--- config.mk ---
export PLATFORM = sky130hd
export DESIGN_NAME = video_timing
export DESIGN_NICKNAME = d
export VERILOG_FILES = /design/src/rtl/video_pkg.sv /design/src/rtl/sync_delay.sv /design/src/rtl/video_timing.sv
export SDC_FILE = /design/constraint.sdc
export NUM_CORES = 1
export LEC_CHECK = 0
export ABC_AREA = 1
export CAP_MARGIN = 10
export CELL_PAD_IN_SITES_DETAIL_PLACEMENT = 1
export CELL_PAD_IN_SITES_GLOBAL_PLACEMENT = 2
export CORE_MARGIN = 4
export CORE_UTILIZATION = 25
export DETAILED_ROUTE_END_ITERATION = 12
export GPL_TIMING_DRIVEN = 0
export PLACE_DENSITY = 0.77
export SETUP_SLACK_MARGIN = 0.3
export SKIP_LAST_GASP = 1
export SLEW_MARGIN = 20
export SYNTH_ARGS = -nofsm -noshare
export SYNTH_HDL_FRONTEND = slang
export SYNTH_HIERARCHICAL = 1
export SYNTH_SLANG_ARGS = --single-unit
--- constraint.sdc ---
create_clock -name vclock -period 2.05 [get_ports vclock]
set_clock_uncertainty 0.2 [all_clocks]
set_input_delay 0.5125 -clock vclock [delete_from_list [all_inputs] [get_ports vclock]]
set_output_delay 0.5125 -clock vclock [all_outputs]
set_load 0.02 [all_outputs]
--- src/rtl/video_pkg.sv ---
// Shared raster timing definitions: standard mode constants, the totals helper
// and the {hsync,vsync,blank} bundle type.
package video_pkg;

    localparam int unsigned XGA_H_ACTIVE  = 1024;
    localparam int unsigned XGA_H_FP      = 24;
    localparam int unsigned XGA_H_SYNC    = 136;
    localparam int unsigned XGA_H_BP      = 160;
    localparam int unsigned XGA_V_ACTIVE  = 768;
    localparam int unsigned XGA_V_FP      = 3;
    localparam int unsigned XGA_V_SYNC    = 6;
    localparam int unsigned XGA_V_BP      = 29;

    localparam int unsigned VGA_H_ACTIVE  = 640;
    localparam int unsigned VGA_H_FP      = 16;
    localparam int unsigned VGA_H_SYNC    = 96;
    localparam int unsigned VGA_H_BP      = 48;
    localparam int unsigned VGA_V_ACTIVE  = 480;
    localparam int unsigned VGA_V_FP      = 10;
    localparam int unsigned VGA_V_SYNC    = 2;
    localparam int unsigned VGA_V_BP      = 33;

    localparam int unsigned SVGA_H_ACTIVE = 800;
    localparam int unsigned SVGA_H_FP     = 40;
    localparam int unsigned SVGA_H_SYNC   = 128;
    localparam int unsigned SVGA_H_BP     = 88;
    localparam int unsigned SVGA_V_ACTIVE = 600;
    localparam int unsigned SVGA_V_FP     = 1;
    localparam int unsigned SVGA_V_SYNC   = 4;
    localparam int unsigned SVGA_V_BP     = 23;

    localparam int unsigned MODE_FIELD_W  = 12;

    typedef enum logic [1:0] {
        MODE_VGA,
        MODE_SVGA,
        MODE_XGA
    } mode_e;

    typedef struct packed {
        logic [MODE_FIELD_W-1:0] h_active;
        logic [MODE_FIELD_W-1:0] h_fp;
        logic [MODE_FIELD_W-1:0] h_sync;
        logic [MODE_FIELD_W-1:0] h_bp;
        logic [MODE_FIELD_W-1:0] v_active;
        logic [MODE_FIELD_W-1:0] v_fp;
        logic [MODE_FIELD_W-1:0] v_sync;
        logic [MODE_FIELD_W-1:0] v_bp;
    } mode_t;

    typedef struct packed {
        logic hsync;
        logic vsync;
        logic blank;
    } sync_t;

    // Line or frame length from its four segments.
    function automatic int unsigned total(input int unsigned active, input int unsigned fp,
                                          input int unsigned sync, input int unsigned bp);
        return active + fp + sync + bp;
    endfunction

    // Timing set for a named standard mode, for callers selecting modes at run time.
    function automatic mode_t mode_timing(input mode_e m);
        mode_t r;
        case (m)
            MODE_VGA:  r = '{12'(VGA_H_ACTIVE), 12'(VGA_H_FP), 12'(VGA_H_SYNC), 12'(VGA_H_BP),
                             12'(VGA_V_ACTIVE), 12'(VGA_V_FP), 12'(VGA_V_SYNC), 12'(VGA_V_BP)};
            MODE_SVGA: r = '{12'(SVGA_H_ACTIVE), 12'(SVGA_H_FP), 12'(SVGA_H_SYNC), 12'(SVGA_H_BP),
                             12'(SVGA_V_ACTIVE), 12'(SVGA_V_FP), 12'(SVGA_V_SYNC), 12'(SVGA_V_BP)};
            default:   r = '{12'(XGA_H_ACTIVE), 12'(XGA_H_FP), 12'(XGA_H_SYNC), 12'(XGA_H_BP),
                             12'(XGA_V_ACTIVE), 12'(XGA_V_FP), 12'(XGA_V_SYNC), 12'(XGA_V_BP)};
        endcase
        return r;
    endfunction

endpackage

--- src/rtl/sync_delay.sv ---
// Ce-gated shift register that delays the sync bundle to match downstream
// pixel pipeline latency; depth 0 is a straight wire.
module sync_delay
    import video_pkg::*;
#(
    parameter int unsigned DEPTH = 0,
    parameter sync_t       IDLE  = '1
) (
    input  logic  clk,
    input  logic  reset,
    input  logic  ce,
    input  sync_t bundle,
    output sync_t delayed
);

    if (DEPTH == 0) begin : g_bypass
        logic unused_ok;
        assign unused_ok = ^{clk, reset, ce};
        assign delayed   = bundle;
    end else begin : g_pipe
        sync_t stage [DEPTH];

        always_ff @(posedge clk) begin
            if (reset) begin
                for (int i = 0; i < int'(DEPTH); i++) stage[i] <= IDLE;
            end else if (ce) begin
                stage[0] <= bundle;
                for (int i = 1; i < int'(DEPTH); i++) stage[i] <= stage[i-1];
            end
        end

        assign delayed = stage[DEPTH-1];
    end

endmodule

--- src/rtl/video_timing.sv ---
// Parametrised raster timing generator: pixel/line counters, sync, blank,
// line/frame markers and a pipeline-matched delayed copy of the syncs.
module video_timing
    import video_pkg::*;
#(
    parameter int unsigned H_ACTIVE   = XGA_H_ACTIVE,
    parameter int unsigned H_FP       = XGA_H_FP,
    parameter int unsigned H_SYNC     = XGA_H_SYNC,
    parameter int unsigned H_BP       = XGA_H_BP,
    parameter int unsigned V_ACTIVE   = XGA_V_ACTIVE,
    parameter int unsigned V_FP       = XGA_V_FP,
    parameter int unsigned V_SYNC     = XGA_V_SYNC,
    parameter int unsigned V_BP       = XGA_V_BP,
    parameter bit          HSYNC_POL  = 1'b0,
    parameter bit          VSYNC_POL  = 1'b0,
    parameter int unsigned H_W        = 11,
    parameter int unsigned V_W        = 10,
    parameter int unsigned PIPE_DELAY = 0,
    parameter int unsigned FRAME_W    = 8
) (
    input  logic               vclock,
    input  logic               reset,
    input  logic               ce,
    output logic [H_W-1:0]     hcount,
    output logic [V_W-1:0]     vcount,
    output logic               hsync,
    output logic               vsync,
    output logic               blank,
    output logic               hsync_d,
    output logic               vsync_d,
    output logic               blank_d,
    output logic               line_start,
    output logic               frame_start,
    output logic [FRAME_W-1:0] frame_count
);

    localparam int unsigned H_TOTAL  = total(H_ACTIVE, H_FP, H_SYNC, H_BP);
    localparam int unsigned V_TOTAL  = total(V_ACTIVE, V_FP, V_SYNC, V_BP);
    localparam int unsigned HS_START = H_ACTIVE + H_FP;
    localparam int unsigned HS_END   = HS_START + H_SYNC;
    localparam int unsigned VS_START = V_ACTIVE + V_FP;
    localparam int unsigned VS_END   = VS_START + V_SYNC;
    localparam sync_t       IDLE     = '{hsync: ~HSYNC_POL, vsync: ~VSYNC_POL, blank: 1'b1};

    if (H_W == 0 || V_W == 0 || FRAME_W == 0) begin : g_bad_width
        $error("video_timing: zero counter width");
    end
    if (longint'(H_TOTAL) > (64'd1 << H_W)) begin : g_bad_h
        $error("video_timing: H_TOTAL does not fit in H_W bits");
    end
    if (longint'(V_TOTAL) > (64'd1 << V_W)) begin : g_bad_v
        $error("video_timing: V_TOTAL does not fit in V_W bits");
    end
    if (PIPE_DELAY > 15) begin : g_bad_delay
        $error("video_timing: PIPE_DELAY above 15");
    end

    // Sync/blank decoded from a raster position.
    function automatic sync_t decode(input logic [H_W-1:0] h, input logic [V_W-1:0] v);
        sync_t s;
        s.blank = (32'(h) >= H_ACTIVE) || (32'(v) >= V_ACTIVE);
        s.hsync = ((32'(h) >= HS_START) && (32'(h) < HS_END)) ? HSYNC_POL : ~HSYNC_POL;
        s.vsync = ((32'(v) >= VS_START) && (32'(v) < VS_END)) ? VSYNC_POL : ~VSYNC_POL;
        return s;
    endfunction

    logic           wrap_h;
    logic           wrap_v;
    logic [H_W-1:0] h_next;
    logic [V_W-1:0] v_next;
    sync_t          cur;
    sync_t          dly;

    always_comb begin
        wrap_h = (32'(hcount) == H_TOTAL - 1);
        wrap_v = (32'(vcount) == V_TOTAL - 1);
        h_next = wrap_h ? '0 : hcount + H_W'(1);
        v_next = vcount;
        if (wrap_h) v_next = wrap_v ? '0 : vcount + V_W'(1);
    end

    // Outputs are decoded from the next counter values so they land aligned with them.
    always_ff @(posedge vclock) begin
        if (reset) begin
            hcount      <= '0;
            vcount      <= '0;
            frame_count <= '0;
            cur         <= decode('0, '0);
            line_start  <= 1'b1;
            frame_start <= 1'b1;
        end else if (ce) begin
            hcount      <= h_next;
            vcount      <= v_next;
            cur         <= decode(h_next, v_next);
            line_start  <= (h_next == '0);
            frame_start <= (h_next == '0) && (v_next == '0);
            if (wrap_h && wrap_v) frame_count <= frame_count + FRAME_W'(1);
        end
    end

    assign hsync = cur.hsync;
    assign vsync = cur.vsync;
    assign blank = cur.blank;

    sync_delay #(
        .DEPTH (PIPE_DELAY),
        .IDLE  (IDLE)
    ) u_sync_delay (
        .clk     (vclock),
        .reset   (reset),
        .ce      (ce),
        .bundle  (cur),
        .delayed (dly)
    );

    assign hsync_d = dly.hsync;
    assign vsync_d = dly.vsync;
    assign blank_d = dly.blank;

endmodule

# Word level (Yosys, flattened, before mapping)
# Index checks and enable logic that the tools add are counted.
# Widths: inputs -> output; s select.
dict set report op_classes {
  n_reduce_logical 8
  n_addsub 3
  eq_ne 2
  n_lt_le_gt_ge 6
  muxes 5
}
# operator n
set ops {}
lappend ops {{$ge 11x11->1 const B} 2}
lappend ops {{$ge 10x10->1 const B} 2}
lappend ops {{$mux 10} 2}
lappend ops {{$add 11x1->11 const B} 1}
lappend ops {{$eq 11x11->1 const B} 1}
lappend ops {{$logic_not 11->1} 1}
lappend ops {{$lt 11x11->1 const B} 1}
lappend ops {{$mux 11} 1}
lappend ops {{$add 10x1->10 const B} 1}
lappend ops {{$eq 10x10->1 const B} 1}
lappend ops {{$logic_not 10->1} 1}
lappend ops {{$lt 10x10->1 const B} 1}
lappend ops {{$add 8x1->8 const B} 1}
lappend ops {{$logic_and 1x1->1} 4}
lappend ops {{$mux 1} 2}
lappend ops {{$reduce_and 2->1} 1}
lappend ops {{$logic_or 1x1->1} 1}
dict set report totals {
  output_inout_bits 37
  wordCells 32
  regBits 34
}

# Longest topological paths before layout
# Gate-level depths: netlist (run 1).
dict set report depth {
  depth_word 6
  depth_mapped 14
  ltp_nobuf 14
}

# Modules after synthesis
# The synthesis (run 1) kept the hierarchy.
# module area_per_inst_um2 seq_area_each_um2 cells_per_inst n_inst
set by_module_without_submodules {}
lappend by_module_without_submodules {video_timing 2244.7 680.7 362 1}
lappend by_module_without_submodules {sync_delay 22.5 0.0 3 1}

# Least setup slack after synthesis (run 1)
# OpenSTA, ideal clock, no wires.
dict set report synth_path {
  path_type {register to register}
  from {register hcount[0]}
  to {register frame_start}
  path_slack_ns -0.096
  setup_ns 0.115
  synth_period_minus_slack_ns 2.146
  t_required_ns 1.735
  n_path_buf 1
  t_arrival_ns 1.831
  path_stages_with_launch 14
  cell_sequence {dfxtp_1 -> ha_1 -> nand2_2 -> nor2_1 -> nand2_1 -> nor2_4 -> buf_6 -> nand4_2 -> clkinv_1 -> nand2_1 -> a21oi_1 -> nor2_1 -> nand3_1 -> nand2_1}
}
dict set report synth_between {
  elab_chain_len 4
  elab_cells_between_ends 7
  cone_classes {add/sub (1); eq/ne (1); mux (2); reduce/logical (3)}
}
# item line
set synth_rtl {}
lappend synth_rtl {{start: declaration} video_timing.sv:24} ;# output logic [H_W-1:0] hcount,
lappend synth_rtl {{start signal: assignment} video_timing.sv:92} ;# hcount <= h_next;
lappend synth_rtl {{$add 11x1->11 / $eq 11x11->1 (equally long branches)} {video_timing.sv:77, video_timing.sv:75}}
lappend synth_rtl {{$mux 11 / $mux 10 (equally long branches)} {video_timing.sv:77, video_timing.sv:79}}
lappend synth_rtl {{$logic_not 11->1 / $logic_not 10->1 (equally long branches)} video_timing.sv:96} ;# frame_start <= (h_next == '0) && (v_next == '0);
lappend synth_rtl {{$logic_and 1x1->1 *} video_timing.sv:96}
lappend synth_rtl {{end signal: assignment} video_timing.sv:96}
lappend synth_rtl {{end: declaration} video_timing.sv:33} ;# output logic frame_start,
# Every way passes the cells marked *; elsewhere a longest branch is shown, timed or not.
# A chain may end at the register's enable or synchronous reset.

# Worst setup path in the final report (run 1)
dict set report layout_path {
  from {register vcount[0]}
  to {register cur (netlist bit vsync)}
}
dict set report layout_between {
  elab_chain_len 6
  elab_cells_between_ends 8
  cone_classes {add/sub (1); order compare (2); eq/ne (1); mux (3); reduce/logical (1)}
}
# item line
set layout_rtl {}
lappend layout_rtl {{start: declaration} video_timing.sv:25} ;# output logic [V_W-1:0] vcount,
lappend layout_rtl {{start signal: assignment} video_timing.sv:93} ;# vcount <= v_next;
lappend layout_rtl {{$add 10x1->10 / $eq 10x10->1 (equally long branches)} {video_timing.sv:79, video_timing.sv:76}}
lappend layout_rtl {{$mux 10} video_timing.sv:79} ;# if (wrap_h) v_next = wrap_v ? '0 : vcount + V_W'(1);
lappend layout_rtl {{$mux 10 *} video_timing.sv:79}
lappend layout_rtl {{$ge 10x10->1 / $lt 10x10->1 (equally long branches)} video_timing.sv:63} ;# s.vsync = ((32'(v) >= VS_START) && (32'(v) < VS_END)) ? VSYNC_POL : ~VSYNC_POL;
lappend layout_rtl {{$logic_and 1x1->1 *} video_timing.sv:63}
lappend layout_rtl {{$mux 1 *} video_timing.sv:63}
lappend layout_rtl {{end signal: assignment} video_timing.sv:88} ;# cur <= decode('0, '0);
lappend layout_rtl {{end signal: assignment} video_timing.sv:94} ;# cur <= decode(h_next, v_next);
lappend layout_rtl {{end: declaration} video_timing.sv:71} ;# sync_t cur;
# Marked as above.

==> run_results.csv, run 1 <==
group,metric,value,unit
hold_path,hold-path-endpoint,"frame_count[2]",
placement,gp_congestion,0.816,
route,firstDrtPassIters,4,
layout,final_cell_mix,"nand2_1 (78), inv_1 (48), nand3_1 (30)",
synthesis,syn_area_per_cell,6.21,µm²
sta,max_freq,0.488,GHz
synthesis,seq_area_frac_synth,30.0,%
floorplanning,fp.dieArea,10700,µm²
sta,final-setup-viol-count,1,
hold_path,hold_start,"frame_count[2]",
layout,post-route-util,38.4,%
outcome,status,"finished, violations left",
route,vias,2593,
placement,io_buffers,38,
floorplanning,rows,34,
clock_tree,cts_sinks,34,
worst_setup_path,cp_max_fo,7,
power,p_leak,1.55,nW
route,drc,0,
worst_setup_path,ff2ff_setup_slack,-0.0009,ns
hold_path,min_path_cells,2,
worst_setup_path,r2r_cells,13,
floorplanning,core,8760,µm²
clock_tree,worstSkewPairLatency,0.30,ns
placement,dp_hpwl,5990,µm
worst_setup_path,worst-setup-path-type,"flip-flop to flip-flop",
sta,hold_viol,0,
worst_setup_path,start_kind,"flip-flop",
clock_tree,path_clk_slew,0.09,ns
synthesis,yosys_warnings,6,
layout,area.growth.synth_to_final,48.6,%
hold_path,hold_path_class,"flip-flop to flip-flop",
power,powerDensity,487,nW/µm²
floorplanning,start_util,25.9,%
worst_setup_path,worst_setup_path_end_kind,"flip-flop",
layout,fill_cells,1124,
worst_setup_path,rr_startpoint,"vcount[0]",
global_route,antenna_found_initial,0,
floorplanning,dieWidth,103,µm
global_route,grt_pass1_vias,2641,
floorplanning,dieHeight,103,µm
layout,drive_gt1_share,37.2,%
worst_setup_path,r2r-end,"vsync",
route,ant_nets,0,
placement,dpl-instance-area,2850,µm²
synthesis,ys_types,32,
layout,diodes,0,
flow_run,cap_violations,0,
power,peakVddDrop,0.284,mV
layout,design_area,3370,µm²
clock_tree,clockBufferDepth,2,
clock_tree,htreeDepth,2,
sta,tightest_slew,0.588,ns
power,p_total,1.64,mW
sta,fin_crit_sh,100,%
route,avgRoutedWirePerCell,15.2,µm
clock_tree,cts_root_buf,"clkbuf_8",
sta,rsz0062_at_grt,"yes",
synthesis,syn_area,2270,µm²
floorplanning,ioPinCount,40,
global_route,grt_pass1_wl,13500,µm
clock_tree,cts_tree,"done",
sta,max_slew_margin,60.8,%
layout,layout_commonest_cell,"nand2_1",
layout,fin_cells,546,
clock_tree,holdBufCountCts,0,
synthesis,syn_nets,372,
worst_setup_path,arrival,2.05,ns
global_route,gr-total-overflow,0,
sta,min_period,2.05,ns
sta,fin_ws,-0.000943,ns
placement,dp_cells,511,
route,drt_iter0_markers,81,
route,wl,8270,µm
route,via_per_inst,4.75,
sta,slew_violations,0,
layout,fin_nets,444,
synthesis,synth_seq_cells,34,
worst_setup_path,critPathRequiredTime,2.05,ns
synthesis,synth_cells,365,
outcome,violations,"negative setup slack",
clock_tree,cts_buffers,5,
global_route,grt_start_max_net_pins,13,
global_route,grt_usage,16.2,%
==> worst max-delay path: stages (launching register included) <==
cell and delay, ns:
dfxtp_4 0.42, ha_4 0.13, nand2_1 0.06, nor2_2 0.15, nand4_4 0.17, buf_4 0.18
nand2_1 0.06, nand2_1 0.06, nand2_2 0.10, nand3_2 0.08, a21oi_2 0.13, nand3_1 0.08
nand2_1 0.08, nand2_1 0.05
==> per-stage QoR <==
| step | hold slack [ns] | setup slack, ns | setup TNS [ns] |
|---|---|---|---|
| final | 0.300 | -0.000943 | -0.000943 |
| after floorplan | 0.318 | 0.169 | 0 |
| after detailed placement | 0.283 | -0.511 | -9.58 |
| after global placement | 0.285 | -0.539 | -10.19 |
| after global routing | 0.332 | -0.138 | -0.803 |
| after CTS | 0.312 | -0.0612 | -0.164 |
==> worst max path at each step <==
stage	startpoint	to	slack, ns	cells after the start
after floorplan	hcount[0]	frame_start	0.17	13
after detailed placement	ce	hcount[8]	-0.51	5
after global routing	vcount[0]	frame_count[5]	-0.14	10
final	vcount[0]	vsync	-0.0009	13
after CTS	hcount[0]	frame_start	-0.06	14
after global placement	ce	hcount[8]	-0.54	5
==> synthesized netlist by cell type, drive strengths merged <==
cell / n / area share (%)
nand2: 96 / 17
inv: 52 / 8.6
nor2: 51 / 10
nand3: 36 / 8.2
dfxtp: 34 / 30
a21oi: 32 / 7.4
o21ai: 26 / 5.7
clkbuf: 8 / 1.4
nand4: 7 / 2.8
buf: 6 / 2.2
ha: 4 / 2.2
nor3: 4 / 1.1
a211oi: 2 / 0.66
nor3b: 2 / 1.1
clkinv: 1 / 0.17
nand3b: 1 / 0.33
o211ai: 1 / 0.33
o21bai: 1 / 0.33
xor2: 1 / 0.39
==> cell families after synthesis <==
| kind of cell | after synthesis | share of synthesized area [%] |
|---|---|---|
| fa+ha+maj | 4 | 2.21 |
| compound gates | 62 | 14.5 |
| xor+xnor | 1 | 0.386 |
| buf+inv | 67 | 12.4 |
| simple gates | 197 | 40.6 |
| flops | 34 | 30.0 |
==> power by group <==
part	switching, mW	leakage, nW	internal [mW]
clock network	0.299	0.0484	0.240
logic	0.222	1.22	0.132
registers	0.0530	0.290	0.695
==> metal layers <==
metal  GRT usage (%)  vias to the layer above  wire, µm
met5               0                        -         0
met4            2.49                        0        74
met3            2.55                        7       177
met2            28.4                       30      4070
met1            21.5                     1244      3960
li1                -                     1312         -
==> cell type report <==
type | instances | area (µm²) | area share (%)
clock inverters | 3 | 20.0 | 0.594
inverters | 53 | 201 | 5.98
well taps | 108 | 135 | 4.01
multi-input cells | 264 | 1520 | 45.1
flip-flops and latches | 34 | 732 | 21.7
plain buffers | 14 | 97.6 | 2.90
clock buffers | 5 | 68.8 | 2.04
repair buffers | 65 | 594 | 17.6
==> registers in the layout, summed over array words and instances, names as in the netlist <==
register	count
hcount	11
frame_start	1
frame_count	8
vsync	1
blank	1
vcount	10
hsync	1
line_start	1
==> timing repair <==
item	in CTS	in global routing
resized for setup	124	64
endpoints found under the setup margin	71	54
pin swaps	20	24
buffers inserted	21	5
cloned	1	0
No activity file was read; power rests on OpenSTA's default activity.
==> inputs of run 2 (changes only) <==
- CORE_UTILIZATION: 25 -> 26
- CTS_BUF_LIST: unset -> sky130_fd_sc_hd__clkbuf_2 sky130_fd_sc_hd__clkbuf_4 sky130_fd_sc_hd__clkbuf_8
- PLACE_DENSITY: 0.77 -> 0.79
==> run 2 against run 1 <==
The flow now finishes without violations. Critical endpoint unchanged. Sequential power is essentially flat. Highest routed layer unchanged. Fmax grew 1.1%. Register-to-register slack gained 0.02 ns. Via count grew 2.2%. Wire length grew 4.5%. Critical path depth is the same. Worst setup slack gained 0.023 ns. Design area grew 2.5%.
==> run_results.csv, run 2 (synthesis gave the netlist of run 1 again) <==
group,metric,value,unit
worst_setup_path,cpMostUsedCell,"nand2_1",
placement,io_buffers,38,
floorplanning,dieWidth,101,µm
sta,min_period,2.03,ns
floorplanning,dieHeight,101,µm
outcome,status,"complete, no violations",
worst_setup_path,arrival,2.01,ns
sta,hold_viol,0,
placement,dp_cells,508,
clock_tree,cts_root_buf,"clkbuf_8",
power,pwr-share-seq,45.3,%
placement,gp_congestion,0.816,
route,avgRoutedWirePerCell,15.8,µm
layout,area.growth.synth_to_final,52.3,%
layout,diodes,0,
route,dr_wl_met3,213,µm
sta,finalSetupTns,0,ns
hold_path,hold_start,"frame_start",
route,drc,0,
global_route,grt_pass1_wl,14000,µm
power,pwr-share-clk,31.4,%
power,cellInternalPower,1.09,mW
sta,fin_crit_sh,98.9,%
route,wl_met2,4340,µm
placement,pre_cts_ws,-0.543,ns
layout,top_register,"hcount",
layout,largest_reg_flops,11,
floorplanning,fp.dieArea,10300,µm²
worst_setup_path,path_cells,"ha_4 -> nand3_4 -> nor2_4 -> nand2_4 -> buf_8 -> nand2_1 -> nand2_2 -> nor2_1 -> nand2_2 -> a21oi_2 -> nand3_1 -> nand2_1 -> nand2_1",
sta,final-setup-viol-count,0,
route,via_per_inst,4.85,
clock_tree,cts_buffers,5,
sta,max_slew_margin,62.8,%
power,p_total,1.65,mW
worst_setup_path,worst-setup-path-type,"flip-flop to flip-flop",
worst_setup_path,rr_startpoint,"hcount[1]",
layout,fill_cells,1067,
route,firstDrtPassIters,4,
power,peakVddDrop,0.357,mV
route,wl,8650,µm
global_route,grt_pass1_vias,2744,
placement,dpl-instance-area,2850,µm²
worst_setup_path,worst_setup_path_end_kind,"flip-flop",
power,powerDensity,478,nW/µm²
floorplanning,core,8340,µm²
clock_tree,clockBufferDepth,2,
layout,layout_commonest_cell,"nand2_1",
clock_tree,worstSkewPairLatency,0.29,ns
power,power_switching,564,µW
worst_setup_path,cp_max_fo,10,
route,ant_nets,0,
route,top_layer,"met4",
power,pwr-share-comb,23.2,%
clock_tree,htreeDepth,2,
floorplanning,rows,33,
clock_tree,holdBufCountCts,0,
power,switching_share,34.2,%
layout,final_cell_mix,"nand2_1 (73), inv_1 (44), nor2_1 (31)",
flow_run,cap_violations,0,
global_route,gr-total-overflow,0,
layout,fin_nets,447,
worst_setup_path,start_kind,"flip-flop",
layout,top_regs,"hcount (11), vcount (10), frame_count (8)",
layout,drive_gt1_share,38.8,%
worst_setup_path,slowest_delay,0.37,ns
sta,slew_violations,0,
route,vias,2650,
worst_setup_path,critPathRequiredTime,2.03,ns
clock_tree,cts_sinks,34,
sta,tightest_slew,0.558,ns
global_route,antenna_found_initial,0,
route,wl_met1,4040,µm
floorplanning,start_util,27.2,%
power,p_leak,1.58,nW
floorplanning,ioPinCount,40,
worst_setup_path,critPathTopFamily,"simple AND/OR/NAND/NOR gates",
sta,max_freq,0.493,GHz
clock_tree,path_clk_slew,0.08,ns
global_route,grt_usage,17.3,%
global_route,grt_start_max_net_pins,11,
layout,fin_cells,546,
worst_setup_path,cp_slowest_cell,"dfxtp_4",
worst_setup_path,timing.critical_path.buf_inv,1,
route,drt_iter0_markers,92,
sta,fin_ws,0.0217,ns
sta,rsz0062_at_grt,"yes",
worst_setup_path,crit_start,"hcount[1]",
placement,dp_hpwl,5990,µm
clock_tree,cts_tree,"done",
hold_path,hold_path_class,"flip-flop to flip-flop",
layout,design_area,3450,µm²
==> run 2: final timing paths <==
check	end	slack, ns	cells past startpoint
worst min register to register	frame_start	0.29	2
worst max register to register	vsync	0.02	13
worst max-delay path	vsync	0.02	13
worst min-delay path	frame_start	0.29	2
==> run 2: power by group through the flow <==
stage	combinational, mW	clock, mW	sequential [mW]
after global placement	0.333	0	0.761
after floorplan	0.168	0	0.788
final	0.384	0.519	0.748
after CTS	0.362	0.534	0.747
after detailed placement	0.338	0	0.762
after global routing	0.425	0.562	0.755
==> run 2: worst min-delay path, cell delays in order (launching register included) <==
cell and delay [ns]:
dfxtp_1 0.34, a21oi_1 0.07, nand2_1 0.05
==> run 2: per-layer routing <==
layer,track usage (%),vias up
met5,0,-
met4,3.48,0
met3,2.34,4
met2,30.2,39
met1,22.9,1283
li1,-,1324
==> run 2: per-stage QoR <==
stage                     util (%)  hold WS, ns
after floorplan                  -        0.318
after global placement        34.2        0.270
after detailed placement      34.2        0.286
after CTS                     39.4        0.301
after global routing          41.4        0.327
final                         41.4        0.290
==> run 2: area by class of cell <==
class	count	area (µm²)	area share, %
repair buffers	68	603	17.5
well taps	105	131	3.81
clock buffers	6	76.3	2.21
plain buffers	14	104	3.01
inverters	53	201	5.84
multi-input cells	264	1600	46.3
clock inverters	2	8.76	0.254
flip-flops and latches	34	729	21.1
==> run 2: repair_timing <==
item,4_1_cts,5_1_grt
pin swaps,29,34
endpoints found under the setup margin,71,51
cloned,1,0
gates resized for setup,144,63
buffers inserted,19,10
hold endpoints to repair,0,0
==> inputs of run 3 (changes only) <==
- CELL_PAD_IN_SITES_DETAIL_PLACEMENT: 1 -> 0
- CELL_PAD_IN_SITES_GLOBAL_PLACEMENT: 2 -> 1
- CORE_UTILIZATION: 26 -> 34
- SETUP_SLACK_MARGIN: 0.3 -> unset
==> run 3 against run 2 <==
The flow now finishes with violations (negative setup slack). Sequential share of layout area is 1.2 points higher. Combinational power is 14% lower. Largest power group unchanged. Die area is 22% lower. Fmax is 3.3% lower. First-iteration DRC count is 11% higher. Global-route usage is 0.68 points higher. Critical path depth is 2 higher. Cell count is 7.3% lower. Wire length is 22% lower.
==> run_results.csv, run 3 (synthesis gave the netlist of run 1 again) <==
group,metric,value,unit
sta,fin_ws,-0.0477,ns
floorplanning,core,6420,µm²
clock_tree,cts_buffers,5,
route,drc,0,
layout,top_register,"hcount",
sta,max_freq,0.477,GHz
power,powerDensity,516,nW/µm²
global_route,grt_start_max_net_pins,12,
layout,largest_reg_flops,11,
worst_setup_path,cp_max_fo,5,
placement,dpl-instance-area,2750,µm²
worst_setup_path,worst-setup-path-type,"flip-flop to flip-flop",
sta,min_period,2.10,ns
placement,pre_cts_ws,-0.471,ns
worst_setup_path,arrival,2.13,ns
global_route,grt_pass1_vias,2264,
placement,dp_hpwl,4920,µm
worst_setup_path,r2r_cells,15,
global_route,grt.busiest_layer,"met2",
power,peakVddDrop,0.253,mV
sta,fin_crit_sh,102,%
layout,diodes,0,
placement,io_buffers,38,
route,firstDrtPassIters,4,
floorplanning,start_util,35.3,%
global_route,grt_use_met1,25.2,%
global_route,gr-total-overflow,0,
hold_path,hold_path_class,"flip-flop to flip-flop",
layout,final_cell_mix,"nand2_1 (85), inv_1 (50), nor2_1 (35), nand3_1 (35), a21oi_1 (29)",
clock_tree,clockBufferDepth,2,
floorplanning,dieWidth,89.7,µm
route,wl,6780,µm
route,avgRoutedWirePerCell,13.4,µm
sta,hold_viol,0,
global_route,grt_usage,18.0,%
placement,dp_cells,480,
layout,design_area,3140,µm²
route,via_per_inst,4.94,
clock_tree,cts_root_buf,"clkbuf_8",
route,ant_nets,0,
floorplanning,rows,29,
worst_setup_path,critPathRequiredTime,2.08,ns
floorplanning,ioPinCount,40,
layout,fin_nets,435,
clock_tree,holdBufCountCts,0,
worst_setup_path,setup.worst_path.end,"vsync",
sta,slew_violations,0,
flow_run,cap_violations,0,
worst_setup_path,rr_startpoint,"hcount[1]",
floorplanning,dieHeight,89.7,µm
floorplanning,fp.dieArea,8040,µm²
placement,gp_congestion,0.875,
global_route,grt_util_met2,27.9,%
route,vias,2502,
clock_tree,cts_sinks,34,
sta,rsz0062_at_grt,"yes",
worst_setup_path,start_kind,"flip-flop",
global_route,antenna_found_initial,0,
worst_setup_path,r2r-end,"vsync",
clock_tree,cts_tree,"done",
outcome,violations,"negative setup slack",
clock_tree,path_clk_slew,0.08,ns
layout,layout_commonest_cell,"nand2_1",
worst_setup_path,ff2ff_setup_slack,-0.05,ns
power,p_total,1.62,mW
sta,tightest_slew,0.555,ns
worst_setup_path,worst_setup_path_end_kind,"flip-flop",
power,p_leak,1.62,nW
clock_tree,htreeDepth,2,
layout,fill_cells,665,
sta,final-setup-viol-count,2,
sta,max_slew_margin,63.0,%
layout,top_regs,"hcount (11), vcount (10), frame_count (8)",
sta,finalSetupTns,-0.0843,ns
clock_tree,worstSkewPairLatency,0.28,ns
worst_setup_path,crit_start,"hcount[1]",
layout,fin_cells,506,
global_route,grt_pass1_wl,11200,µm
route,drt_iter0_markers,102,
layout,drive_gt1_share,20.7,%
outcome,status,"finished, violations left",
layout,area.growth.synth_to_final,38.4,%
global_route,grt_use_met3,2.92,%
## run 3: cell types whose count changed in the layout (fill, tap and decap cells not counted), moves of 7 or more
cell | previous run | this run
clkdlybuf4s50_1 | 0 | 14
dfxtp_1 | 11 | 25
clkdlybuf4s15_2 | 12 | 0
nand2_1 | 73 | 85
dfxtp_2 | 15 | 5
o21ai_0 | 14 | 24
dlymetal6s2s_1 | 0 | 9
buf_4 | 26 | 18
nor2_4 | 14 | 6
nand2_2 | 15 | 8
## run 3: how the worst min path moves through the flow
stage,startpoint,end,cells after the start
3_3_place_gp,frame_start,frame_start,2
6_report,hcount[0],hcount[0],1
3_5_place_dp,line_start,line_start,2
4_1_cts,frame_start,frame_start,2
5_1_grt,hcount[0],hcount[0],1
2_1_floorplan,frame_count[2],frame_count[2],2
## run 3: metrics by stage
stage	hold slack, ns	utilization [%]
final	0.279	48.8
after global routing	0.297	48.8
after CTS	0.296	45.3
after detailed placement	0.270	42.8
after global placement	0.266	42.8
after floorplan	0.349	-
## run 3: repair_timing
action | in CTS | in global routing
gates resized for setup | 26 | 50
buffers inserted | 5 | 12
endpoints found under the setup margin | 38 | 43
gates cloned | 1 | 0
pin swaps | 4 | 21
## run 3: area by class of cell
type / count / area [µm²] / share of cell area, %
multi-input combinational: 264 / 1420 / 45.3
sequential: 34 / 702 / 22.4
timing repair buffer: 56 / 531 / 16.9
inverter: 53 / 201 / 6.42
tap: 77 / 96.3 / 3.07
buffer: 14 / 90.1 / 2.87
clock buffer: 6 / 82.6 / 2.63
clock inverter: 2 / 12.5 / 0.399
## run 3: layer usage
metal | share of wire [%] | vias to the layer above
met5 | 0 | -
met4 | 1.1 | 0
met3 | 5.2 | 9
met2 | 47 | 62
met1 | 47 | 1127
li1 | - | 1304
## run 3: critical path, stage by stage (launching register included)
cell	delay (ns)
dfxtp_4	0.38
ha_4	0.18
nand2_4	0.06
nor2_4	0.11
nand2_2	0.07
nor2_4	0.20
buf_6	0.16
buf_6	0.10
nand2_1	0.04
nand2_1	0.08
nand2_1	0.07
nor2_1	0.10
nand3_1	0.09
nand3_1	0.07
nand2_1	0.06
nand2_1	0.06
## run 3: report_power, final
group,switching [mW],internal [mW],leakage (nW)
Clock,0.274,0.271,0.0472
Sequential,0.0482,0.693,0.284
Combinational,0.204,0.128,1.29
